### config.mk
export PLATFORM = sky130hd
export DESIGN_NAME = axi_mem_arbiter_flat
export DESIGN_NICKNAME = d
export VERILOG_FILES = /design/src/rtl/axi_arb_pkg.sv /design/src/rtl/axi_mem_arbiter_if.sv /design/src/rtl/axi_rr_req_slice.sv /design/src/rtl/axi_mem_arbiter.sv /design/src/flat_wrapper.sv
export SDC_FILE = /design/constraint.sdc
export NUM_CORES = 1
export LEC_CHECK = 0
export ABC_AREA = 1
export BUFFER_PORTS_ARGS = -buffer_cell sky130_fd_sc_hd__buf_2
export CAP_MARGIN = 20
export CORE_AREA = 2 2 348 350
export DETAILED_ROUTE_END_ITERATION = 10
export DIE_AREA = 0 0 350 352
export MAX_ROUTING_LAYER = met4
export SYNTH_ARGS = -nofsm -noshare
export SYNTH_HDL_FRONTEND = slang
export SYNTH_SLANG_ARGS = --single-unit
export TNS_END_PERCENT = 5
### constraint.sdc
create_clock -name clk -period 2.39 [get_ports clk]
set_clock_uncertainty 0.1 [all_clocks]
set_input_delay 0.1195 -clock clk [delete_from_list [all_inputs] [get_ports clk]]
set_output_delay 0.1195 -clock clk [all_outputs]
set_load 0.05 [all_outputs]
### src/rtl/axi_arb_pkg.sv
// Shared types for the two-to-one AXI4 memory arbiter.
// Request payload widths, round-robin encoding, counter helper.
package axi_arb_pkg;

    localparam int IDX_W = 1;

    // len + size + burst + lock + cache + prot + qos
    localparam int AX_FIXED_W = 8 + 3 + 2 + 1 + 4 + 3 + 4;

    function automatic int ax_req_w(int id_w, int addr_w);
        return id_w + addr_w + AX_FIXED_W;
    endfunction

    // Records which source won the most recent grant.
    typedef enum logic [IDX_W-1:0] {
        RR_S0 = 1'b0,
        RR_S1 = 1'b1
    } rr_ptr_e;

    function automatic logic [15:0] sat_add(
        logic [15:0] a,
        logic [1:0]  b
    );
        logic [16:0] s;
        s = {1'b0, a} + {15'd0, b};
        return s[16] ? 16'hFFFF : s[15:0];
    endfunction

endpackage

### src/rtl/axi_mem_arbiter_if.sv
// Full AXI4 bundle (aw/w/b/ar/r) with master and slave modports.
// ID_W/ADDR_W/DATA_W size the id, address and data fields.
interface axi_mem_arbiter_if #(
    parameter int ID_W   = 4,
    parameter int ADDR_W = 36,
    parameter int DATA_W = 64
);
    logic [ID_W-1:0]     awid;
    logic [ADDR_W-1:0]   awaddr;
    logic [7:0]          awlen;
    logic [2:0]          awsize;
    logic [1:0]          awburst;
    logic                awlock;
    logic [3:0]          awcache;
    logic [2:0]          awprot;
    logic [3:0]          awqos;
    logic                awvalid;
    logic                awready;

    logic [DATA_W-1:0]   wdata;
    logic [DATA_W/8-1:0] wstrb;
    logic                wlast;
    logic                wvalid;
    logic                wready;

    logic [ID_W-1:0]     bid;
    logic [1:0]          bresp;
    logic                bvalid;
    logic                bready;

    logic [ID_W-1:0]     arid;
    logic [ADDR_W-1:0]   araddr;
    logic [7:0]          arlen;
    logic [2:0]          arsize;
    logic [1:0]          arburst;
    logic                arlock;
    logic [3:0]          arcache;
    logic [2:0]          arprot;
    logic [3:0]          arqos;
    logic                arvalid;
    logic                arready;

    logic [ID_W-1:0]     rid;
    logic [DATA_W-1:0]   rdata;
    logic [1:0]          rresp;
    logic                rlast;
    logic                rvalid;
    logic                rready;

    modport master (
        output awid, awaddr, awlen, awsize, awburst,
        output awlock, awcache, awprot, awqos, awvalid,
        input  awready,
        output wdata, wstrb, wlast, wvalid,
        input  wready,
        input  bid, bresp, bvalid,
        output bready,
        output arid, araddr, arlen, arsize, arburst,
        output arlock, arcache, arprot, arqos, arvalid,
        input  arready,
        input  rid, rdata, rresp, rlast, rvalid,
        output rready
    );

    modport slave (
        input  awid, awaddr, awlen, awsize, awburst,
        input  awlock, awcache, awprot, awqos, awvalid,
        output awready,
        input  wdata, wstrb, wlast, wvalid,
        output wready,
        output bid, bresp, bvalid,
        input  bready,
        input  arid, araddr, arlen, arsize, arburst,
        input  arlock, arcache, arprot, arqos, arvalid,
        output arready,
        output rid, rdata, rresp, rlast, rvalid,
        input  rready
    );

endinterface

### src/rtl/axi_rr_req_slice.sv
// Two-way round-robin request picker feeding one holding register.
// Ports: clk, reset, en (grant gate), req_valid/req_data/req_ready
// per source, out_valid/out_data/out_ready toward the memory port.
module axi_rr_req_slice
    import axi_arb_pkg::*;
#(
    parameter int PW = 61
) (
    input  logic                  clk,
    input  logic                  reset,
    input  logic                  en,
    input  logic [1:0]            req_valid,
    input  logic [1:0][PW-1:0]    req_data,
    output logic [1:0]            req_ready,
    output logic                  out_valid,
    output logic [PW+IDX_W-1:0]   out_data,
    input  logic                  out_ready
);
    rr_ptr_e last_q;
    logic    load;
    logic    win;

    // Register can take a new request when empty or draining now.
    assign load = (!out_valid || out_ready) && en && !reset;

    // s1 wins alone, or on contention when s0 won last time.
    assign win = req_valid[1] && (!req_valid[0] || last_q == RR_S0);

    assign req_ready[0] = load && req_valid[0] && !win;
    assign req_ready[1] = load && win;

    always_ff @(posedge clk) begin
        if (reset) begin
            out_valid <= 1'b0;
            out_data  <= '0;
            last_q    <= RR_S0;
        end else if (|req_ready) begin
            out_valid <= 1'b1;
            out_data  <= {win, req_data[win]};
            last_q    <= rr_ptr_e'(win);
        end else if (out_ready) begin
            out_valid <= 1'b0;
        end
    end

endmodule

### src/rtl/axi_mem_arbiter.sv
// Two-to-one AXI4 arbiter sharing one memory port between s0 and s1.
// Ports: clk, reset, s0_axi/s1_axi (slave), m_axi (master), grant_cnt0/1.
module axi_mem_arbiter
    import axi_arb_pkg::*;
#(
    parameter int ID_W     = 4,
    parameter int ADDR_W   = 36,
    parameter int DATA_W   = 64,
    parameter int WQ_DEPTH = 4
) (
    input  logic                clk,
    input  logic                reset,
    axi_mem_arbiter_if.slave    s0_axi,
    axi_mem_arbiter_if.slave    s1_axi,
    axi_mem_arbiter_if.master   m_axi,
    output logic [15:0]         grant_cnt0,
    output logic [15:0]         grant_cnt1
);
    localparam int PW = ax_req_w(ID_W, ADDR_W);
    localparam int QW = $clog2(WQ_DEPTH);

    logic [1:0][PW-1:0]    ar_req, aw_req;
    logic [1:0]            ar_gnt, aw_gnt;
    logic [PW+IDX_W-1:0]   ar_out, aw_out;
    logic                  ar_vld, aw_vld;

    logic [WQ_DEPTH-1:0]   wq_mem;
    logic [QW-1:0]         wq_wr, wq_rd;
    logic [QW:0]           wq_cnt;
    logic                  wq_full, wq_empty, wq_head;
    logic                  wq_push, wq_pop;
    logic                  r_idx, b_idx;

    // ---------------- AR / AW ----------------
    assign ar_req[0] = {s0_axi.arid, s0_axi.araddr, s0_axi.arlen,
                        s0_axi.arsize, s0_axi.arburst, s0_axi.arlock,
                        s0_axi.arcache, s0_axi.arprot, s0_axi.arqos};
    assign ar_req[1] = {s1_axi.arid, s1_axi.araddr, s1_axi.arlen,
                        s1_axi.arsize, s1_axi.arburst, s1_axi.arlock,
                        s1_axi.arcache, s1_axi.arprot, s1_axi.arqos};
    assign aw_req[0] = {s0_axi.awid, s0_axi.awaddr, s0_axi.awlen,
                        s0_axi.awsize, s0_axi.awburst, s0_axi.awlock,
                        s0_axi.awcache, s0_axi.awprot, s0_axi.awqos};
    assign aw_req[1] = {s1_axi.awid, s1_axi.awaddr, s1_axi.awlen,
                        s1_axi.awsize, s1_axi.awburst, s1_axi.awlock,
                        s1_axi.awcache, s1_axi.awprot, s1_axi.awqos};

    axi_rr_req_slice #(.PW(PW)) u_ar (
        .clk       (clk),
        .reset     (reset),
        .en        (1'b1),
        .req_valid ({s1_axi.arvalid, s0_axi.arvalid}),
        .req_data  (ar_req),
        .req_ready (ar_gnt),
        .out_valid (ar_vld),
        .out_data  (ar_out),
        .out_ready (m_axi.arready)
    );

    // AW grants stall while the W order queue is full.
    axi_rr_req_slice #(.PW(PW)) u_aw (
        .clk       (clk),
        .reset     (reset),
        .en        (!wq_full),
        .req_valid ({s1_axi.awvalid, s0_axi.awvalid}),
        .req_data  (aw_req),
        .req_ready (aw_gnt),
        .out_valid (aw_vld),
        .out_data  (aw_out),
        .out_ready (m_axi.awready)
    );

    assign s0_axi.arready = ar_gnt[0];
    assign s1_axi.arready = ar_gnt[1];
    assign s0_axi.awready = aw_gnt[0];
    assign s1_axi.awready = aw_gnt[1];

    // Index sits directly above the id, so it becomes the id MSB.
    assign m_axi.arvalid = ar_vld;
    assign {m_axi.arid, m_axi.araddr, m_axi.arlen, m_axi.arsize,
            m_axi.arburst, m_axi.arlock, m_axi.arcache,
            m_axi.arprot, m_axi.arqos} = ar_out;
    assign m_axi.awvalid = aw_vld;
    assign {m_axi.awid, m_axi.awaddr, m_axi.awlen, m_axi.awsize,
            m_axi.awburst, m_axi.awlock, m_axi.awcache,
            m_axi.awprot, m_axi.awqos} = aw_out;

    // ---------------- W order queue ----------------
    assign wq_full  = wq_cnt == (QW+1)'(WQ_DEPTH);
    assign wq_empty = wq_cnt == '0;
    assign wq_head  = wq_mem[wq_rd];
    assign wq_push  = |aw_gnt;
    assign wq_pop   = m_axi.wvalid && m_axi.wready && m_axi.wlast;

    always_ff @(posedge clk) begin
        if (reset) begin
            wq_mem <= '0;
            wq_wr  <= '0;
            wq_rd  <= '0;
            wq_cnt <= '0;
        end else begin
            if (wq_push) begin
                wq_mem[wq_wr] <= aw_gnt[1];
                wq_wr         <= wq_wr + 1'b1;
            end
            if (wq_pop) begin
                wq_rd <= wq_rd + 1'b1;
            end
            case ({wq_push, wq_pop})
                2'b10:   wq_cnt <= wq_cnt + 1'b1;
                2'b01:   wq_cnt <= wq_cnt - 1'b1;
                default: wq_cnt <= wq_cnt;
            endcase
        end
    end

    assign m_axi.wvalid = !wq_empty &&
                          (wq_head ? s1_axi.wvalid : s0_axi.wvalid);
    assign m_axi.wdata  = wq_head ? s1_axi.wdata : s0_axi.wdata;
    assign m_axi.wstrb  = wq_head ? s1_axi.wstrb : s0_axi.wstrb;
    assign m_axi.wlast  = wq_head ? s1_axi.wlast : s0_axi.wlast;
    assign s0_axi.wready = !wq_empty && !wq_head && m_axi.wready;
    assign s1_axi.wready = !wq_empty &&  wq_head && m_axi.wready;

    // ---------------- R / B steering ----------------
    assign r_idx = m_axi.rid[ID_W];
    assign b_idx = m_axi.bid[ID_W];

    assign s0_axi.rvalid = m_axi.rvalid && !r_idx;
    assign s1_axi.rvalid = m_axi.rvalid &&  r_idx;
    assign s0_axi.rid    = m_axi.rid[ID_W-1:0];
    assign s1_axi.rid    = m_axi.rid[ID_W-1:0];
    assign s0_axi.rdata  = m_axi.rdata;
    assign s1_axi.rdata  = m_axi.rdata;
    assign s0_axi.rresp  = m_axi.rresp;
    assign s1_axi.rresp  = m_axi.rresp;
    assign s0_axi.rlast  = m_axi.rlast;
    assign s1_axi.rlast  = m_axi.rlast;
    assign m_axi.rready  = r_idx ? s1_axi.rready : s0_axi.rready;

    assign s0_axi.bvalid = m_axi.bvalid && !b_idx;
    assign s1_axi.bvalid = m_axi.bvalid &&  b_idx;
    assign s0_axi.bid    = m_axi.bid[ID_W-1:0];
    assign s1_axi.bid    = m_axi.bid[ID_W-1:0];
    assign s0_axi.bresp  = m_axi.bresp;
    assign s1_axi.bresp  = m_axi.bresp;
    assign m_axi.bready  = b_idx ? s1_axi.bready : s0_axi.bready;

    // ---------------- grant counters ----------------
    always_ff @(posedge clk) begin
        if (reset) begin
            grant_cnt0 <= '0;
            grant_cnt1 <= '0;
        end else begin
            grant_cnt0 <= sat_add(grant_cnt0,
                                  {1'b0, ar_gnt[0]} + {1'b0, aw_gnt[0]});
            grant_cnt1 <= sat_add(grant_cnt1,
                                  {1'b0, ar_gnt[1]} + {1'b0, aw_gnt[1]});
        end
    end

endmodule

### src/flat_wrapper.sv
// flat-port wrapper written by rule: the top's interface ports become plain ports
module axi_mem_arbiter_flat import axi_arb_pkg::*;
#(
    parameter int ID_W     = 4,
    parameter int ADDR_W   = 36,
    parameter int DATA_W   = 64,
    parameter int WQ_DEPTH = 4
)
  (clk, reset, grant_cnt0, grant_cnt1, s0_axi_awid, s0_axi_awaddr, s0_axi_awlen, s0_axi_awsize, s0_axi_awburst, s0_axi_awlock, s0_axi_awcache, s0_axi_awprot, s0_axi_awqos, s0_axi_awvalid, s0_axi_awready, s0_axi_wdata, s0_axi_wstrb, s0_axi_wlast, s0_axi_wvalid, s0_axi_wready, s0_axi_bid, s0_axi_bresp, s0_axi_bvalid, s0_axi_bready, s0_axi_arid, s0_axi_araddr, s0_axi_arlen, s0_axi_arsize, s0_axi_arburst, s0_axi_arlock, s0_axi_arcache, s0_axi_arprot, s0_axi_arqos, s0_axi_arvalid, s0_axi_arready, s0_axi_rid, s0_axi_rdata, s0_axi_rresp, s0_axi_rlast, s0_axi_rvalid, s0_axi_rready, s1_axi_awid, s1_axi_awaddr, s1_axi_awlen, s1_axi_awsize, s1_axi_awburst, s1_axi_awlock, s1_axi_awcache, s1_axi_awprot, s1_axi_awqos, s1_axi_awvalid, s1_axi_awready, s1_axi_wdata, s1_axi_wstrb, s1_axi_wlast, s1_axi_wvalid, s1_axi_wready, s1_axi_bid, s1_axi_bresp, s1_axi_bvalid, s1_axi_bready, s1_axi_arid, s1_axi_araddr, s1_axi_arlen, s1_axi_arsize, s1_axi_arburst, s1_axi_arlock, s1_axi_arcache, s1_axi_arprot, s1_axi_arqos, s1_axi_arvalid, s1_axi_arready, s1_axi_rid, s1_axi_rdata, s1_axi_rresp, s1_axi_rlast, s1_axi_rvalid, s1_axi_rready, m_axi_awid, m_axi_awaddr, m_axi_awlen, m_axi_awsize, m_axi_awburst, m_axi_awlock, m_axi_awcache, m_axi_awprot, m_axi_awqos, m_axi_awvalid, m_axi_awready, m_axi_wdata, m_axi_wstrb, m_axi_wlast, m_axi_wvalid, m_axi_wready, m_axi_bid, m_axi_bresp, m_axi_bvalid, m_axi_bready, m_axi_arid, m_axi_araddr, m_axi_arlen, m_axi_arsize, m_axi_arburst, m_axi_arlock, m_axi_arcache, m_axi_arprot, m_axi_arqos, m_axi_arvalid, m_axi_arready, m_axi_rid, m_axi_rdata, m_axi_rresp, m_axi_rlast, m_axi_rvalid, m_axi_rready);
  axi_mem_arbiter_if #(.ID_W(ID_W), .ADDR_W(ADDR_W), .DATA_W(DATA_W)) s0_axi_i ();
  axi_mem_arbiter_if #(.ID_W(ID_W), .ADDR_W(ADDR_W), .DATA_W(DATA_W)) s1_axi_i ();
  axi_mem_arbiter_if #(.ID_W(ID_W), .ADDR_W(ADDR_W), .DATA_W(DATA_W)) m_axi_i ();
  input  logic clk;
  input  logic reset;
  output logic [15:0] grant_cnt0;
  output logic [15:0] grant_cnt1;
  input wire logic [$bits(s0_axi_i.awid)-1:0] s0_axi_awid;
  input wire logic [$bits(s0_axi_i.awaddr)-1:0] s0_axi_awaddr;
  input wire logic [$bits(s0_axi_i.awlen)-1:0] s0_axi_awlen;
  input wire logic [$bits(s0_axi_i.awsize)-1:0] s0_axi_awsize;
  input wire logic [$bits(s0_axi_i.awburst)-1:0] s0_axi_awburst;
  input wire logic [$bits(s0_axi_i.awlock)-1:0] s0_axi_awlock;
  input wire logic [$bits(s0_axi_i.awcache)-1:0] s0_axi_awcache;
  input wire logic [$bits(s0_axi_i.awprot)-1:0] s0_axi_awprot;
  input wire logic [$bits(s0_axi_i.awqos)-1:0] s0_axi_awqos;
  input wire logic [$bits(s0_axi_i.awvalid)-1:0] s0_axi_awvalid;
  output wire logic [$bits(s0_axi_i.awready)-1:0] s0_axi_awready;
  input wire logic [$bits(s0_axi_i.wdata)-1:0] s0_axi_wdata;
  input wire logic [$bits(s0_axi_i.wstrb)-1:0] s0_axi_wstrb;
  input wire logic [$bits(s0_axi_i.wlast)-1:0] s0_axi_wlast;
  input wire logic [$bits(s0_axi_i.wvalid)-1:0] s0_axi_wvalid;
  output wire logic [$bits(s0_axi_i.wready)-1:0] s0_axi_wready;
  output wire logic [$bits(s0_axi_i.bid)-1:0] s0_axi_bid;
  output wire logic [$bits(s0_axi_i.bresp)-1:0] s0_axi_bresp;
  output wire logic [$bits(s0_axi_i.bvalid)-1:0] s0_axi_bvalid;
  input wire logic [$bits(s0_axi_i.bready)-1:0] s0_axi_bready;
  input wire logic [$bits(s0_axi_i.arid)-1:0] s0_axi_arid;
  input wire logic [$bits(s0_axi_i.araddr)-1:0] s0_axi_araddr;
  input wire logic [$bits(s0_axi_i.arlen)-1:0] s0_axi_arlen;
  input wire logic [$bits(s0_axi_i.arsize)-1:0] s0_axi_arsize;
  input wire logic [$bits(s0_axi_i.arburst)-1:0] s0_axi_arburst;
  input wire logic [$bits(s0_axi_i.arlock)-1:0] s0_axi_arlock;
  input wire logic [$bits(s0_axi_i.arcache)-1:0] s0_axi_arcache;
  input wire logic [$bits(s0_axi_i.arprot)-1:0] s0_axi_arprot;
  input wire logic [$bits(s0_axi_i.arqos)-1:0] s0_axi_arqos;
  input wire logic [$bits(s0_axi_i.arvalid)-1:0] s0_axi_arvalid;
  output wire logic [$bits(s0_axi_i.arready)-1:0] s0_axi_arready;
  output wire logic [$bits(s0_axi_i.rid)-1:0] s0_axi_rid;
  output wire logic [$bits(s0_axi_i.rdata)-1:0] s0_axi_rdata;
  output wire logic [$bits(s0_axi_i.rresp)-1:0] s0_axi_rresp;
  output wire logic [$bits(s0_axi_i.rlast)-1:0] s0_axi_rlast;
  output wire logic [$bits(s0_axi_i.rvalid)-1:0] s0_axi_rvalid;
  input wire logic [$bits(s0_axi_i.rready)-1:0] s0_axi_rready;
  input wire logic [$bits(s1_axi_i.awid)-1:0] s1_axi_awid;
  input wire logic [$bits(s1_axi_i.awaddr)-1:0] s1_axi_awaddr;
  input wire logic [$bits(s1_axi_i.awlen)-1:0] s1_axi_awlen;
  input wire logic [$bits(s1_axi_i.awsize)-1:0] s1_axi_awsize;
  input wire logic [$bits(s1_axi_i.awburst)-1:0] s1_axi_awburst;
  input wire logic [$bits(s1_axi_i.awlock)-1:0] s1_axi_awlock;
  input wire logic [$bits(s1_axi_i.awcache)-1:0] s1_axi_awcache;
  input wire logic [$bits(s1_axi_i.awprot)-1:0] s1_axi_awprot;
  input wire logic [$bits(s1_axi_i.awqos)-1:0] s1_axi_awqos;
  input wire logic [$bits(s1_axi_i.awvalid)-1:0] s1_axi_awvalid;
  output wire logic [$bits(s1_axi_i.awready)-1:0] s1_axi_awready;
  input wire logic [$bits(s1_axi_i.wdata)-1:0] s1_axi_wdata;
  input wire logic [$bits(s1_axi_i.wstrb)-1:0] s1_axi_wstrb;
  input wire logic [$bits(s1_axi_i.wlast)-1:0] s1_axi_wlast;
  input wire logic [$bits(s1_axi_i.wvalid)-1:0] s1_axi_wvalid;
  output wire logic [$bits(s1_axi_i.wready)-1:0] s1_axi_wready;
  output wire logic [$bits(s1_axi_i.bid)-1:0] s1_axi_bid;
  output wire logic [$bits(s1_axi_i.bresp)-1:0] s1_axi_bresp;
  output wire logic [$bits(s1_axi_i.bvalid)-1:0] s1_axi_bvalid;
  input wire logic [$bits(s1_axi_i.bready)-1:0] s1_axi_bready;
  input wire logic [$bits(s1_axi_i.arid)-1:0] s1_axi_arid;
  input wire logic [$bits(s1_axi_i.araddr)-1:0] s1_axi_araddr;
  input wire logic [$bits(s1_axi_i.arlen)-1:0] s1_axi_arlen;
  input wire logic [$bits(s1_axi_i.arsize)-1:0] s1_axi_arsize;
  input wire logic [$bits(s1_axi_i.arburst)-1:0] s1_axi_arburst;
  input wire logic [$bits(s1_axi_i.arlock)-1:0] s1_axi_arlock;
  input wire logic [$bits(s1_axi_i.arcache)-1:0] s1_axi_arcache;
  input wire logic [$bits(s1_axi_i.arprot)-1:0] s1_axi_arprot;
  input wire logic [$bits(s1_axi_i.arqos)-1:0] s1_axi_arqos;
  input wire logic [$bits(s1_axi_i.arvalid)-1:0] s1_axi_arvalid;
  output wire logic [$bits(s1_axi_i.arready)-1:0] s1_axi_arready;
  output wire logic [$bits(s1_axi_i.rid)-1:0] s1_axi_rid;
  output wire logic [$bits(s1_axi_i.rdata)-1:0] s1_axi_rdata;
  output wire logic [$bits(s1_axi_i.rresp)-1:0] s1_axi_rresp;
  output wire logic [$bits(s1_axi_i.rlast)-1:0] s1_axi_rlast;
  output wire logic [$bits(s1_axi_i.rvalid)-1:0] s1_axi_rvalid;
  input wire logic [$bits(s1_axi_i.rready)-1:0] s1_axi_rready;
  output wire logic [$bits(m_axi_i.awid)-1:0] m_axi_awid;
  output wire logic [$bits(m_axi_i.awaddr)-1:0] m_axi_awaddr;
  output wire logic [$bits(m_axi_i.awlen)-1:0] m_axi_awlen;
  output wire logic [$bits(m_axi_i.awsize)-1:0] m_axi_awsize;
  output wire logic [$bits(m_axi_i.awburst)-1:0] m_axi_awburst;
  output wire logic [$bits(m_axi_i.awlock)-1:0] m_axi_awlock;
  output wire logic [$bits(m_axi_i.awcache)-1:0] m_axi_awcache;
  output wire logic [$bits(m_axi_i.awprot)-1:0] m_axi_awprot;
  output wire logic [$bits(m_axi_i.awqos)-1:0] m_axi_awqos;
  output wire logic [$bits(m_axi_i.awvalid)-1:0] m_axi_awvalid;
  input wire logic [$bits(m_axi_i.awready)-1:0] m_axi_awready;
  output wire logic [$bits(m_axi_i.wdata)-1:0] m_axi_wdata;
  output wire logic [$bits(m_axi_i.wstrb)-1:0] m_axi_wstrb;
  output wire logic [$bits(m_axi_i.wlast)-1:0] m_axi_wlast;
  output wire logic [$bits(m_axi_i.wvalid)-1:0] m_axi_wvalid;
  input wire logic [$bits(m_axi_i.wready)-1:0] m_axi_wready;
  input wire logic [$bits(m_axi_i.bid)-1:0] m_axi_bid;
  input wire logic [$bits(m_axi_i.bresp)-1:0] m_axi_bresp;
  input wire logic [$bits(m_axi_i.bvalid)-1:0] m_axi_bvalid;
  output wire logic [$bits(m_axi_i.bready)-1:0] m_axi_bready;
  output wire logic [$bits(m_axi_i.arid)-1:0] m_axi_arid;
  output wire logic [$bits(m_axi_i.araddr)-1:0] m_axi_araddr;
  output wire logic [$bits(m_axi_i.arlen)-1:0] m_axi_arlen;
  output wire logic [$bits(m_axi_i.arsize)-1:0] m_axi_arsize;
  output wire logic [$bits(m_axi_i.arburst)-1:0] m_axi_arburst;
  output wire logic [$bits(m_axi_i.arlock)-1:0] m_axi_arlock;
  output wire logic [$bits(m_axi_i.arcache)-1:0] m_axi_arcache;
  output wire logic [$bits(m_axi_i.arprot)-1:0] m_axi_arprot;
  output wire logic [$bits(m_axi_i.arqos)-1:0] m_axi_arqos;
  output wire logic [$bits(m_axi_i.arvalid)-1:0] m_axi_arvalid;
  input wire logic [$bits(m_axi_i.arready)-1:0] m_axi_arready;
  input wire logic [$bits(m_axi_i.rid)-1:0] m_axi_rid;
  input wire logic [$bits(m_axi_i.rdata)-1:0] m_axi_rdata;
  input wire logic [$bits(m_axi_i.rresp)-1:0] m_axi_rresp;
  input wire logic [$bits(m_axi_i.rlast)-1:0] m_axi_rlast;
  input wire logic [$bits(m_axi_i.rvalid)-1:0] m_axi_rvalid;
  output wire logic [$bits(m_axi_i.rready)-1:0] m_axi_rready;
  assign s0_axi_i.awid = s0_axi_awid;
  assign s0_axi_i.awaddr = s0_axi_awaddr;
  assign s0_axi_i.awlen = s0_axi_awlen;
  assign s0_axi_i.awsize = s0_axi_awsize;
  assign s0_axi_i.awburst = s0_axi_awburst;
  assign s0_axi_i.awlock = s0_axi_awlock;
  assign s0_axi_i.awcache = s0_axi_awcache;
  assign s0_axi_i.awprot = s0_axi_awprot;
  assign s0_axi_i.awqos = s0_axi_awqos;
  assign s0_axi_i.awvalid = s0_axi_awvalid;
  assign s0_axi_awready = s0_axi_i.awready;
  assign s0_axi_i.wdata = s0_axi_wdata;
  assign s0_axi_i.wstrb = s0_axi_wstrb;
  assign s0_axi_i.wlast = s0_axi_wlast;
  assign s0_axi_i.wvalid = s0_axi_wvalid;
  assign s0_axi_wready = s0_axi_i.wready;
  assign s0_axi_bid = s0_axi_i.bid;
  assign s0_axi_bresp = s0_axi_i.bresp;
  assign s0_axi_bvalid = s0_axi_i.bvalid;
  assign s0_axi_i.bready = s0_axi_bready;
  assign s0_axi_i.arid = s0_axi_arid;
  assign s0_axi_i.araddr = s0_axi_araddr;
  assign s0_axi_i.arlen = s0_axi_arlen;
  assign s0_axi_i.arsize = s0_axi_arsize;
  assign s0_axi_i.arburst = s0_axi_arburst;
  assign s0_axi_i.arlock = s0_axi_arlock;
  assign s0_axi_i.arcache = s0_axi_arcache;
  assign s0_axi_i.arprot = s0_axi_arprot;
  assign s0_axi_i.arqos = s0_axi_arqos;
  assign s0_axi_i.arvalid = s0_axi_arvalid;
  assign s0_axi_arready = s0_axi_i.arready;
  assign s0_axi_rid = s0_axi_i.rid;
  assign s0_axi_rdata = s0_axi_i.rdata;
  assign s0_axi_rresp = s0_axi_i.rresp;
  assign s0_axi_rlast = s0_axi_i.rlast;
  assign s0_axi_rvalid = s0_axi_i.rvalid;
  assign s0_axi_i.rready = s0_axi_rready;
  assign s1_axi_i.awid = s1_axi_awid;
  assign s1_axi_i.awaddr = s1_axi_awaddr;
  assign s1_axi_i.awlen = s1_axi_awlen;
  assign s1_axi_i.awsize = s1_axi_awsize;
  assign s1_axi_i.awburst = s1_axi_awburst;
  assign s1_axi_i.awlock = s1_axi_awlock;
  assign s1_axi_i.awcache = s1_axi_awcache;
  assign s1_axi_i.awprot = s1_axi_awprot;
  assign s1_axi_i.awqos = s1_axi_awqos;
  assign s1_axi_i.awvalid = s1_axi_awvalid;
  assign s1_axi_awready = s1_axi_i.awready;
  assign s1_axi_i.wdata = s1_axi_wdata;
  assign s1_axi_i.wstrb = s1_axi_wstrb;
  assign s1_axi_i.wlast = s1_axi_wlast;
  assign s1_axi_i.wvalid = s1_axi_wvalid;
  assign s1_axi_wready = s1_axi_i.wready;
  assign s1_axi_bid = s1_axi_i.bid;
  assign s1_axi_bresp = s1_axi_i.bresp;
  assign s1_axi_bvalid = s1_axi_i.bvalid;
  assign s1_axi_i.bready = s1_axi_bready;
  assign s1_axi_i.arid = s1_axi_arid;
  assign s1_axi_i.araddr = s1_axi_araddr;
  assign s1_axi_i.arlen = s1_axi_arlen;
  assign s1_axi_i.arsize = s1_axi_arsize;
  assign s1_axi_i.arburst = s1_axi_arburst;
  assign s1_axi_i.arlock = s1_axi_arlock;
  assign s1_axi_i.arcache = s1_axi_arcache;
  assign s1_axi_i.arprot = s1_axi_arprot;
  assign s1_axi_i.arqos = s1_axi_arqos;
  assign s1_axi_i.arvalid = s1_axi_arvalid;
  assign s1_axi_arready = s1_axi_i.arready;
  assign s1_axi_rid = s1_axi_i.rid;
  assign s1_axi_rdata = s1_axi_i.rdata;
  assign s1_axi_rresp = s1_axi_i.rresp;
  assign s1_axi_rlast = s1_axi_i.rlast;
  assign s1_axi_rvalid = s1_axi_i.rvalid;
  assign s1_axi_i.rready = s1_axi_rready;
  assign m_axi_awid = m_axi_i.awid;
  assign m_axi_awaddr = m_axi_i.awaddr;
  assign m_axi_awlen = m_axi_i.awlen;
  assign m_axi_awsize = m_axi_i.awsize;
  assign m_axi_awburst = m_axi_i.awburst;
  assign m_axi_awlock = m_axi_i.awlock;
  assign m_axi_awcache = m_axi_i.awcache;
  assign m_axi_awprot = m_axi_i.awprot;
  assign m_axi_awqos = m_axi_i.awqos;
  assign m_axi_awvalid = m_axi_i.awvalid;
  assign m_axi_i.awready = m_axi_awready;
  assign m_axi_wdata = m_axi_i.wdata;
  assign m_axi_wstrb = m_axi_i.wstrb;
  assign m_axi_wlast = m_axi_i.wlast;
  assign m_axi_wvalid = m_axi_i.wvalid;
  assign m_axi_i.wready = m_axi_wready;
  assign m_axi_i.bid = m_axi_bid;
  assign m_axi_i.bresp = m_axi_bresp;
  assign m_axi_i.bvalid = m_axi_bvalid;
  assign m_axi_bready = m_axi_i.bready;
  assign m_axi_arid = m_axi_i.arid;
  assign m_axi_araddr = m_axi_i.araddr;
  assign m_axi_arlen = m_axi_i.arlen;
  assign m_axi_arsize = m_axi_i.arsize;
  assign m_axi_arburst = m_axi_i.arburst;
  assign m_axi_arlock = m_axi_i.arlock;
  assign m_axi_arcache = m_axi_i.arcache;
  assign m_axi_arprot = m_axi_i.arprot;
  assign m_axi_arqos = m_axi_i.arqos;
  assign m_axi_arvalid = m_axi_i.arvalid;
  assign m_axi_i.arready = m_axi_arready;
  assign m_axi_i.rid = m_axi_rid;
  assign m_axi_i.rdata = m_axi_rdata;
  assign m_axi_i.rresp = m_axi_rresp;
  assign m_axi_i.rlast = m_axi_rlast;
  assign m_axi_i.rvalid = m_axi_rvalid;
  assign m_axi_rready = m_axi_i.rready;
  axi_mem_arbiter #(.ID_W(ID_W), .ADDR_W(ADDR_W), .DATA_W(DATA_W), .WQ_DEPTH(WQ_DEPTH)) u_core (.clk(clk), .reset(reset), .s0_axi(s0_axi_i), .s1_axi(s1_axi_i), .m_axi(m_axi_i), .grant_cnt0(grant_cnt0), .grant_cnt1(grant_cnt1));
endmodule
; Word-level counts from Yosys, hierarchy flattened
; Index checks and enable logic that the tools add are counted.
[totals]
wordCells = 89
rom_bits = 0
out_inout_bits = 404
latch_bits = 0
ff_bits = 177
inputBits = 500
mem_count = 0
ram_bits = 0
[op_classes]
bitwise_logic = 2
reduce_logical = 39
n_eq_ne = 3
n_mux = 20
order_cmp = 5
n_addsub = 8
shift = 0
mul = 0
n_div = 0
[ops]
columns = cell, count
row1 = $mux 65, 4
row2 = $mux 64, 1
row3 = $add 16x2->17, 2
row4 = $mux 16, 2
row5 = $logic_and 1x1->1, 19
row6 = $logic_not 1->1, 10
row7 = $mux 1, 8
row8 = $mux 8, 1
row9 = $lt 2x3->1 const B, 2
row10 = $pmux 3 s2, 1
row11 = $reduce_bool 2->1, 3
row12 = $add 1x1->2, 2
row13 = $add 2x1->2 const B, 2
row14 = $bwmux 4, 1
row15 = $logic_or 1x1->1, 4
row16 = $lt 1x2->1 const B, 2
row17 = $reduce_or 2->1, 2
row18 = $add 3x1->3 const B, 1
row19 = $eq 3x3->1 const B, 1
row20 = $logic_not 3->1, 1
row21 = $sub 3x1->3 const B, 1
row22 = $bmux 1 s2, 1
row23 = $demux 1 s2, 1
row24 = $eq 2x1->1 const B, 1
row25 = other kinds (3), 4

; Logic depth before layout (Yosys ltp)
; Gate-level depths: netlist of the first run.
[logic_depth]
depth_word = 9
mapped_depth = 18
depth_no_buf = 18

; Modules after synthesis
; Synthesis of the first run repeated with hierarchy kept, for this count alone.
[hier_totals]
hier_cells = 1851
hier_area_um2 = 12030.3
[by_module_without_submodules]
columns = module, area_per_inst_um2, cells_each, n_inst, seq_area_each_um2
row1 = axi_rr_req_slice, 3683.5, 648, 2, 1341.3
row2 = axi_mem_arbiter, 4663.2, 555, 1, 860.8

; Worst setup path before layout of the first run
; No wires, ideal clock.
[synth_path]
path_kind = reg2reg
startpoint = register u_core.u_aw.out_valid
endpoint = register u_core.grant_cnt0[10]
stages_incl_launch_ff = 19
path_slack_ns = -1.099
t_arrival_ns = 3.280
synth_period_minus_slack_ns = 3.489
path_buffers = 0
path_cell_list = dfxtp_1 > inv_1 > nor2_1 > nor2_1 > nand3_2 > nor2_1 > inv_1 > fa_1 > inv_1 > ha_1 > nand3_2 > nor3_4 > nand2_2 > nor2_1 > nand2_1 > nand2_1 > nand3_1 > nand2_1 > inv_1
[synth_via]
elab_chain_len = 9
[synth_rtl]
columns = item, line_no
row1 = "start, declared", axi_rr_req_slice.sv:15  ; output logic out_valid,
row2 = "start signal, assigned", axi_rr_req_slice.sv:34  ; out_valid <= 1'b0;
row3 = "start signal, assigned", axi_rr_req_slice.sv:38  ; out_valid <= 1'b1;
row4 = "start signal, assigned", axi_rr_req_slice.sv:42  ; out_valid <= 1'b0;
row5 = $logic_not 1->1, axi_rr_req_slice.sv:24  ; assign load = (!out_valid || out_ready) && en && !reset;
row6 = $logic_or 1x1->1, axi_rr_req_slice.sv:24
row7 = $logic_and 1x1->1 (2 in series), axi_rr_req_slice.sv:24
row8 = $logic_and 1x1->1 (2 in series), axi_rr_req_slice.sv:29  ; assign req_ready[0] = load && req_valid[0] && !win;
row9 = named net s0_axi_awready, flat_wrapper.sv:27  ; output wire logic [$bits(s0_axi_i.awready)-1:0] s0_axi_awready;
row10 = $add 1x1->2, axi_mem_arbiter.sv:156  ; {1'b0, ar_gnt[0]} + {1'b0, aw_gnt[0]});
row11 = $add 16x2->17, axi_arb_pkg.sv:25  ; s = {1'b0, a} + {15'd0, b};
row12 = $mux 16, axi_arb_pkg.sv:26  ; return s[16] ? 16'hFFFF : s[15:0];
row13 = "end signal, assigned", axi_mem_arbiter.sv:155  ; grant_cnt0 <= sat_add(grant_cnt0,
row14 = "end, declared", axi_mem_arbiter.sv:16  ; output logic [15:0] grant_cnt0,
; The timed path passes the listed nets, and every way through them passes these cells.
; A chain may end at the register's enable or synchronous reset.

; Worst setup path in the final report of the first run
[layout_path]
startpoint = register u_core.u_aw.out_valid
endpoint = register u_core.grant_cnt0[5]
[layout_via]
elab_chain_len = 9
[layout_rtl]
columns = item, line_no
row1 = $logic_not 1->1, axi_rr_req_slice.sv:24
row2 = $logic_or 1x1->1, axi_rr_req_slice.sv:24
row3 = $logic_and 1x1->1 (2 in series), axi_rr_req_slice.sv:24
row4 = $logic_and 1x1->1 (2 in series), axi_rr_req_slice.sv:29
row5 = $add 1x1->2, axi_mem_arbiter.sv:156
row6 = $add 16x2->17, axi_arb_pkg.sv:25
row7 = $mux 16, axi_arb_pkg.sv:26
; No other way between the ends.

==> results of run 1 <==
[logic make-up (layout without fill, tap and decap cells)]
| kind of cell | count (synthesis) | after routing | share of synthesized area, % |
|---|---|---|---|
| AO/OA/AOI/OAI | 316 | 316 | 17.14 |
| XOR/XNOR | 15 | 15 | 1.277 |
| adder cells (fa/ha/maj) | 10 | 10 | 1.435 |
| buffers and inverters | 312 | 1096 | 19.09 |
| flip-flops | 177 | 177 | 34.45 |
| multiplexers | 72 | 72 | 9.999 |
| other | 1 | 21 | 0.03646 |
| AND/OR/NAND/NOR | 407 | 407 | 16.58 |
[metrics by stage]
| stage | hold slack [ns] | total power (uW) | cell area, um2 |
|---|---|---|---|
| final | 0.09880 | 10630 | 18510 |
| after CTS | 0.03841 | 10740 | 18290 |
| after global routing | 0.09618 | 11110 | 18500 |
| after global placement | 0.1395 | 6806 | 14450 |
| after floorplan | 0.1795 | 6409 | 10350 |
| after detailed placement | 0.1395 | 6834 | 14450 |
[timing repair]
| item | CTS | global route |
|---|---|---|
| cloned | 4 | 0 |
| hold buffers | 269 | 0 |
| pin swaps | 11 | 13 |
| setup endpoints to repair | 108 | 113 |
| gates resized for setup | 106 | 46 |
| hold endpoints to repair | 135 | 0 |
| setup buffers | 9 | 3 |
[Yosys cell counts (all sizes together)]
library cell | instances | area [um2]
a21oi | 33 | 172.7
a31oi | 133 | 832.1
or2 | 1 | 6.260
o21a | 1 | 7.510
conb | 1 | 3.750
nor4 | 1 | 6.260
nand3 | 30 | 180.2
nor3b | 1 | 7.510
nor3 | 4 | 36.29
nand4 | 10 | 68.81
xnor2 | 5 | 43.79
o21ai | 148 | 740.7
and3 | 1 | 6.260
mux2 | 72 | 1028
nand2 | 331 | 1260
xor2 | 10 | 87.58
buf | 204 | 1555
nand3b | 1 | 7.510
dfxtp | 177 | 3543
clkbuf | 40 | 152.6
fa | 3 | 60.06
nor2 | 27 | 126.4
inv | 68 | 255.2
o211a | 1 | 10.01
ha | 7 | 87.58
[registers in the layout, summed over array words and instances (netlist names), 2 cells and up]
register and cells:
u_core.wq_rd 2, u_core.u_aw.out_data 65, u_core.wq_wr 2, u_core.grant_cnt0 16, u_core.wq_mem 4, u_core.grant_cnt1 16, u_core.wq_cnt 3, u_core.u_ar.out_data 65
[worst min-delay path by stage]
stage,to,slack (ns),cells past startpoint
6_report,u_core.wq_rd[0],0.1,7
5_1_grt,u_core.grant_cnt1[8],0.1,3
4_1_cts,u_core.wq_rd[0],0.04,7
3_5_place_dp,s0_axi_rdata[49],0.14,0
3_3_place_gp,s0_axi_rdata[49],0.14,0
2_1_floorplan,u_core.u_aw.out_data[0],0.18,2
[power groups by stage]
stage	Clock, uW	Combinational (uW)	Sequential (uW)
finish	3190	4080	3350
global placement	0	3410	3400
global route	3440	4290	3380
CTS	3360	4040	3340
floorplan	0	2180	4230
detailed placement	0	3430	3400
[worst register-to-register path: cells and delay by family, from the launching register on]
| family | cells | cell delay, ns |
|---|---|---|
| adder cells (fa/ha/maj) | 2 | 0.49 |
| AND/OR/NAND/NOR | 9 | 0.94 |
| buffers and inverters | 4 | 0.33 |
| AO/OA/AOI/OAI | 1 | 0.11 |
| flip-flops | 1 | 0.35 |
[final cells by class]
| class | instances | share of cell area, % |
|---|---|---|
| timing repair buffer | 997 | 37.49 |
| inverter | 68 | 1.420 |
| sequential | 177 | 19.21 |
| multi-input combinational | 824 | 27.44 |
| clock buffer | 18 | 2.373 |
| antenna | 17 | 0.2298 |
| clock inverter | 13 | 0.9396 |
| tap | 1612 | 10.90 |
[per-layer routing]
layer	up-vias	routed length [um]
met5	-	0
met4	0	3509
met3	180	8170
met2	888	36850
met1	5988	31420
li1	5811	-
==> results.ini, run 1 <==
[critical_path]
cp_slowest_stage_delay_ns = 0.35
cp_max_fo = 7
regToRegSetupSlack_ns = 0.008
worstSetupEndpointType = register
path_buf_inv = 4
start_kind = register
critPathCapture = u_core.grant_cnt0[5]
worstReg2RegStart = u_core.u_aw.out_valid
crit_cells = 16
reg2reg_to = u_core.grant_cnt0[5]
path_class = register to register
crit_start = u_core.u_aw.out_valid
required_ns = 2.73
worstPathCellList = inv_2 -> nor2_4 -> nor2_4 -> nand3_2 -> nor2_4 -> inv_2 -> fa_2 -> inv_2 -> ha_4 -> nand3_4 -> nor3_4 -> nand2_2 -> nor2_4 -> nand2_4 -> buf_12 -> a21oi_1
worstPathArrival_ns = 2.72
crit_top_cell = nor2_4
cpLargestDelayFamily = simple AND/OR/NAND/NOR gates
cpMaxStageDelayCell = dfxtp_4
reg2regPathDepth = 16

[pwr]
pwr-share-seq_pct = 31.5
switching_share_pct = 40.43
leakagePower_uw = 0.008550
power_frac_clock_pct = 30.0
power.density_mw_per_mm2 = 574.1
netSwitchingPower_uw = 4296
combPwrFrac_pct = 38.4
peakVddDrop_mv = 0.7315
power.internal_uw = 6329

[grt]
grt_antenna_before_repair = 61
grt-ovfl-total = 0
grt_usage_pct = 12.91
use_met3_pct = 4.927
grt_pass1_wl_mm = 104.8
top_usage_layer = met2
grt_start_max_net_pins = 134
grt_pass1_vias = 12550
gr-usage-met1_pct = 14.50
use_met2_pct = 20.69

[floorplan]
ios = 904
core_area_mm2 = 0.1193
die_area_mm2 = 0.1232
dieHeight_um = 352
row_count = 127
die_w_um = 350
initial_core_util_pct = 8.619

[finish]
fill_cells = 13540
multi_input_area_mm2 = 0.005079
seqCellArea_mm2 = 0.003556
drive_above_1_share_pct = 43.44
area_growth_pct = 79.94
nNetsFinal = 2595
layout_common_cells = 619 x buf_2, 318 x nand2_1, 269 x dlygate4sd3_1
final_cells = 3726
fin_util_pct = 15.51
final_common_cell = buf_2

[timing]
setup_slack_ns = 0.007684
slew_violations = 0
clock.fmax_mhz = 419.8
finalHoldViolations = 0
finalSetupViolCount = 0
max_slew_margin_pct = 43.05
setup_tns_ns = 0
worst_pin_slew_ns = 0.8543
rsz0062_at_grt = true
post-route-min-period_ns = 2.382
period_share_pct = 99.68

[detailed_routing]
antenna_left = 0
drc = 0
dr_total_vias = 12870
wire_per_inst_um = 21.46
avgViaCountPerCell = 3.453
wl_mm = 79.95
drt_first_pass_iters = 5
first_iter_violations = 783

[yosys]
synth_seq_area_share_pct = 34.45
syn_inst = 1310
ys.warnings.count = 0
ys_ff_latch = 177
synth_cell_types = 41
syn-cell-area_mm2 = 0.01029
syn_avg_cell_area_um2 = 7.852

[cts]
clkLatencyLatePin_ns = 0.53
htree_levels = 4
cts-root-buf = clkbuf_16
clk_pin_slew_ns = 0.07
cts_tree = done
clock_sinks = 177
cts_buffers = 17
clk_path_buf_depth = 2

[job]
max_cap_violations = 0

[placement]
dp.cells = 3393
preCtsSetupSlack_ns = -0.1934
portBuffers = 660
dp_hpwl_mm = 64.54
gp_congestion = 0.8908

[worst_hold_path]
hp-start = s0_axi_wlast
min_path_type = input port to register

[outcome]
status = finished clean

Power figures use the tool's default switching activity.
==> inputs of run 2 (changes only) <==
CORE_AREA = 2 2 355 357   (was 2 2 348 350)
DIE_AREA = 0 0 357 359   (was 0 0 350 352)
SYNTH_HIERARCHICAL = 1   (was default)
==> results.ini, run 2 <==
[critical_path]
cpMaxStageDelayCell = fa_2
worstPathArrival_ns = 2.86  ; +0.14 ns
path_buf_inv = 5  ; +1
required_ns = 2.72  ; about the same
cpLargestDelayFamily = simple AND/OR/NAND/NOR gates
worstReg2RegStart = u_core/wq_cnt[1]
cp_slowest_stage_delay_ns = 0.40  ; +0.05 ns
crit_top_cell = inv_2
worstSetupEndpointType = register
reg2reg_to = u_core/grant_cnt1[12]
reg2regPathDepth = 19  ; +3
regToRegSetupSlack_ns = -0.13  ; -0.14 ns
worstPathCellList = inv_2 -> nand3_2 -> inv_2 -> nor2_4 -> nand2_2 -> nor2_4 -> inv_2 -> fa_2 -> inv_2 -> ha_4 -> nand3_4 -> nor3_4 -> nand2_2 -> nor2_4 -> nand2_1 -> nand2_1 -> nand3_1 -> nand2_1 -> inv_1
cp_max_fo = 4  ; -3
path_class = register to register
start_kind = register

[timing]
clock.fmax_mhz = 396.1  ; -5.6%
period_share_pct = 105.6  ; +6.0 points
finalSetupViolCount = 31  ; +31
rsz0062_at_grt = true
worst_pin_slew_ns = 0.9023  ; +0.04797 ns
max_slew_margin_pct = 39.71  ; -3.3 points
setup_tns_ns = -2.107  ; -2.107 ns
setup_slack_ns = -0.1347  ; -0.1424 ns
finalHoldViolations = 0  ; unchanged
slew_violations = 0  ; unchanged
post-route-min-period_ns = 2.525  ; +0.1424 ns

[cts]
cts_buffers = 17  ; unchanged
clk_path_buf_depth = 2  ; unchanged
htree_levels = 4  ; unchanged
cts_tree = done
clk_pin_slew_ns = 0.10  ; +0.03 ns
clkLatencyLatePin_ns = 0.53  ; about the same
cts-root-buf = clkbuf_16
clock_sinks = 177  ; unchanged

[finish]
reg_top3 = u_core/u_ar/out_data: 66 flops, u_core/u_aw/out_data: 66 flops
fill_cells = 14260  ; +5.3%
final_common_cell = buf_2
layout_common_cells = 583 x buf_2, 580 x nand2_1, 289 x nor2_1
area_growth_pct = 68.74
nNetsFinal = 3116  ; +20%
drive_above_1_share_pct = 34.14  ; -9.3 points

[yosys]
syn-cell-area_mm2 = 0.01202  ; +17%
ys.warnings.count = 6  ; +6
syn_inst = 1849  ; +41%
syn_avg_cell_area_um2 = 6.498  ; -17%

[job]
max_cap_violations = 0  ; unchanged

[detailed_routing]
wire_per_inst_um = 19.85  ; -7.5%
first_iter_violations = 840  ; +7.3%
drc = 0  ; unchanged
wl_mm = 85.34  ; +6.7%
dr_total_vias = 14740  ; +15%
antenna_left = 0  ; unchanged
avgViaCountPerCell = 3.428  ; -0.75%
drt_first_pass_iters = 6  ; +1

[placement]
dp_hpwl_mm = 71.05  ; +10%
preCtsSetupSlack_ns = -0.4135  ; -0.2201 ns
gp_congestion = 0.9272  ; +4.1%
portBuffers = 660  ; unchanged

[floorplan]
dieHeight_um = 359  ; +2.0%
ios = 904  ; unchanged
core_area_mm2 = 0.1246  ; +4.4%
row_count = 130  ; +2.4%
initial_core_util_pct = 9.644  ; +1.0 points
die_area_mm2 = 0.1282  ; +4.0%
die_w_um = 357  ; +2.0%

[grt]
grt_pass1_vias = 13790  ; +9.9%
grt_start_max_net_pins = 84  ; -37%
grt_usage_pct = 13.24  ; +0.33 points
grt-ovfl-total = 0  ; unchanged
grt_antenna_before_repair = 102  ; +67%
grt_pass1_wl_mm = 111.9  ; +6.8%

[outcome]
failed_checks = setup timing
status = finished, violations left

[worst_hold_path]
min_path_type = input port to register
hp-start = s1_axi_awid[2]
hold_depth = 7  ; unchanged
hold_end = u_core/u_aw/out_data[63]

[pwr]
report.power.total_uw = 10440  ; -1.7%
leakagePower_uw = 0.01050  ; +23%
power.density_mw_per_mm2 = 515.1  ; -10%
peakVddDrop_mv = 0.7352  ; +0.51%

[run 2: worst max path at each step]
stage,start,to,depth (start not counted)
after floorplan,u_core/wq_cnt[1],u_core/grant_cnt1[12],19
after global placement,u_core/wq_cnt[1],u_core/grant_cnt1[12],19
after detailed placement,u_core/wq_cnt[1],u_core/grant_cnt1[15],18
after CTS,u_core/wq_cnt[1],u_core/grant_cnt1[12],19
after global routing,u_core/wq_cnt[1],u_core/grant_cnt1[12],19
final,u_core/wq_cnt[1],u_core/grant_cnt1[12],19
[run 2: where the power goes]
| group | switching (uW) | total, uW | internal (uW) |
|---|---|---|---|
| sequential | 109 | 3260 | 3150 |
| clock | 1680 | 3100 | 1410 |
| combinational | 2480 | 4080 | 1600 |
| total | 4280 | 10400 | 6170 |
[run 2: area by class of cell]
cell class | instances | area, um2 | share of cell area (%)
Multi-Input combinational cell | 1219 | 6130 | 30.23
Tap cell | 1650 | 2064 | 10.18
Timing Repair Buffer | 992 | 7094 | 34.99
Inverter | 199 | 754.5 | 3.721
Antenna cell | 30 | 75.07 | 0.3703
Sequential cell | 177 | 3550 | 17.51
Clock buffer | 17 | 425.4 | 2.098
Clock inverter | 15 | 181.4 | 0.8948
[run 2: worst reg2reg max path, delay by kind of cell (launching register included)]
kind,cells,cell delay [ns]
AND/OR/NAND/NOR,12,1.15
adder cells (fa/ha/maj),2,0.54
flip-flops,1,0.35
buffers and inverters,5,0.26
[run 2: per-stage QoR]
stage,hold WS (ns),instances,cell area (um2),util [%]
after floorplan,0.08447,1852,12090,-
after global placement,0.1395,3966,16270,13.06
after detailed placement,0.1395,3966,16270,13.06
after CTS,0.005574,4267,20060,16.10
after global routing,0.06657,4291,20250,16.26
final,0.03646,4299,20270,16.27
[run 2: per-layer routing]
| layer | share of wire, % | global-route usage, % |
|---|---|---|
| met4 | 2.9 | 3.856 |
| met2 | 47 | 21.75 |
| met5 | 0 | - |
| met1 | 39 | 14.36 |
| met3 | 11 | 5.812 |
[run 2: repair_timing]
| action | CTS | global route |
|---|---|---|
| gates resized for setup | 153 | 37 |
| hold endpoints to repair | 134 | 0 |
| pin swaps | 18 | 8 |
| cloned | 1 | 0 |
| setup buffers | 6 | 2 |
| endpoints found under the setup margin | 107 | 201 |
| hold buffers | 262 | 0 |
==> inputs of run 3 (changes only) <==
PLACE_DENSITY_LB_ADDON = 0.05   (was default)
==> results.ini, run 3 (same netlist as run 2, synthesis figures left out) <==
[finish]
nNetsFinal = 3123  ; +0.22%
area_growth_pct = 67.94
layout_common_cells = 609 x buf_2, 580 x nand2_1, 288 x nor2_1
drive_above_1_share_pct = 34.58  ; +0.44 points
final_area_mm2 = 0.02018  ; -0.47%
reg_top3 = u_core/u_ar/out_data: 66 flops, u_core/u_aw/out_data: 66 flops
final_common_cell = buf_2
final_cells = 4290  ; -0.21%

[critical_path]
required_ns = 2.69  ; -0.03 ns
cp_max_fo = 3  ; -1
regToRegSetupSlack_ns = -0.14  ; about the same
path_class = register to register
worstSetupEndpointType = register
worstPathArrival_ns = 2.83  ; -0.03 ns
reg2reg_to = u_core/grant_cnt1[12]
start_kind = register
reg2regPathDepth = 17  ; -2
worstReg2RegStart = u_core/u_ar/out_data[65]

[floorplan]
ios = 904  ; unchanged
dieHeight_um = 359  ; unchanged
die_w_um = 357  ; unchanged
initial_core_util_pct = 9.644  ; unchanged
row_count = 130  ; unchanged
core_area_mm2 = 0.1246  ; unchanged
die_area_mm2 = 0.1282  ; unchanged

[detailed_routing]
avgViaCountPerCell = 3.219  ; -6.1%
drt_first_pass_iters = 5  ; -1
wl_mm = 69.12  ; -19%
drc = 0  ; unchanged
wire_per_inst_um = 16.11  ; -19%
first_iter_violations = 515  ; -39%
antenna_left = 0  ; unchanged
dr_total_vias = 13810  ; -6.3%

[pwr]
peakVddDrop_mv = 0.6032  ; -18%
leakagePower_uw = 0.01048  ; -0.19%
power.density_mw_per_mm2 = 535.0  ; +3.9%

[timing]
max_slew_margin_pct = 48.04  ; +8.3 points
rsz0062_at_grt = true
period_share_pct = 105.8  ; +0.15 points
post-route-min-period_ns = 2.528  ; +0.003606 ns
slew_violations = 0  ; unchanged
finalSetupViolCount = 23  ; -26%
clock.fmax_mhz = 395.5  ; -0.14%
setup_slack_ns = -0.1383  ; -0.003606 ns
finalHoldViolations = 0  ; unchanged
worst_pin_slew_ns = 0.7794  ; -0.1229 ns
holdWs_ns = 0.02646  ; -0.009999 ns

[grt]
grt_usage_pct = 10.70  ; -2.5 points
grt_pass1_wl_mm = 96.74  ; -14%
grt_start_max_net_pins = 67  ; -20%
grt_antenna_before_repair = 22  ; -78%
grt-ovfl-total = 0  ; unchanged
grt_pass1_vias = 14270  ; +3.5%

[worst_hold_path]
hold_depth = 7  ; unchanged
min_path_type = input port to register
hold_end = u_core/u_ar/out_data[62]
hp-start = s0_axi_arid[1]

[placement]
dp_hpwl_mm = 56.34  ; -21%
dpl_cell_area_mm2 = 0.01632  ; +0.28%
portBuffers = 660  ; unchanged
dp.cells = 3974  ; +0.20%
gp_congestion = 0.8962  ; -3.3%
preCtsSetupSlack_ns = -0.4557  ; -0.04217 ns

[cts]
clk_path_buf_depth = 2  ; unchanged
cts_buffers = 17  ; unchanged
cts_tree = done
clock_sinks = 177  ; unchanged
clkLatencyLatePin_ns = 0.51  ; -0.02 ns
htree_levels = 4  ; unchanged
clk_pin_slew_ns = 0.08  ; -0.02 ns
cts-root-buf = clkbuf_16

[outcome]
failed_checks = setup timing
status = finished, violations left

[job]
max_cap_violations = 0  ; unchanged

==> run 3: cell count changes in the layout (fill, tap and decap cells not counted), moves of 3 or more <==
| cell | delta |
|---|---|
| buf_2 | +26 |
| bufinv_16 | +6 |
| clkinv_8 | -6 |
| dlygate4sd3_1 | -3 |
| buf_6 | -31 |
| buf_4 | +15 |
| diode_2 | -16 |
==> run 3: cell type report <==
cell class,instances,area (um2)
Antenna cell,14,35.03
Tap cell,1650,2064
Fill cell,14510,104400
Inverter,199,759.5
Clock buffer,18,439.2
Sequential cell,177,3553
Multi-Input combinational cell,1219,6128
Clock inverter,14,247.7
Timing Repair Buffer,999,6950
==> run 3: worst max-delay path by stage <==
stage                                   startpoint               endpoint  slack, ns  cells after the start
after detailed placement                     reset  u_core/grant_cnt1[15]      -0.46                     17
after CTS                         u_core/wq_cnt[1]  u_core/grant_cnt1[12]      -0.21                     19
after global routing              u_core/wq_cnt[0]  u_core/grant_cnt1[12]      -0.37                     19
final                     u_core/u_ar/out_data[65]  u_core/grant_cnt1[12]      -0.14                     17
after global placement            u_core/wq_cnt[1]  u_core/grant_cnt0[10]      -0.49                     18
after floorplan                   u_core/wq_cnt[1]  u_core/grant_cnt1[12]      -0.41                     19
==> run 3: power breakdown <==
part | total, uW | switching (uW) | internal (uW)
combinational | 4030 | 2520 | 1510
sequential | 3260 | 106 | 3150
clock | 3510 | 1500 | 2010
total | 10800 | 4130 | 6670
==> run 3: per-layer routing <==
| layer | global-route usage [%] | routed length (um) | vias to the layer above |
|---|---|---|---|
| met2 | 17.14 | 32010 | 462 |
| met1 | 11.93 | 29030 | 6220 |
| met5 | - | 0 | - |
| met3 | 4.360 | 6162 | 130 |
| li1 | - | - | 6997 |
| met4 | 3.732 | 1909 | 0 |
==> run 3: critical path, cell delays in order (launching register included) <==
cell and delay, ns:
dfxtp_1 0.32, nand2_2 0.07, nand2_2 0.07, buf_4 0.14, nor2_4 0.08, inv_1 0.10
fa_2 0.39, inv_2 0.09, ha_4 0.14, nand3_4 0.08, nor3_4 0.26, nand2_2 0.12
nor2_4 0.16, nand2_1 0.06, nand2_1 0.07, nand3_1 0.06, nand2_1 0.06, inv_1 0.05
==> run 3: metrics by stage <==
stage	util, %	TNS [ns]	total power [uW]
global route	16.19	-11.05	11520
finish	16.20	-1.509	10800
CTS	16.10	-4.377	11170
floorplan	-	-10.22	6396
global placement	13.10	-12.32	6936
detailed placement	13.10	-12.51	6927
==> run 3: repair_timing <==
| item | 4_1_cts | 5_1_grt |
|---|---|---|
| setup endpoints to repair | 106 | 144 |
| buffers inserted | 7 | 4 |
| pin swaps | 12 | 9 |
| hold endpoints to repair | 132 | 0 |
| resized for setup | 121 | 20 |
| hold buffers | 259 | 0 |
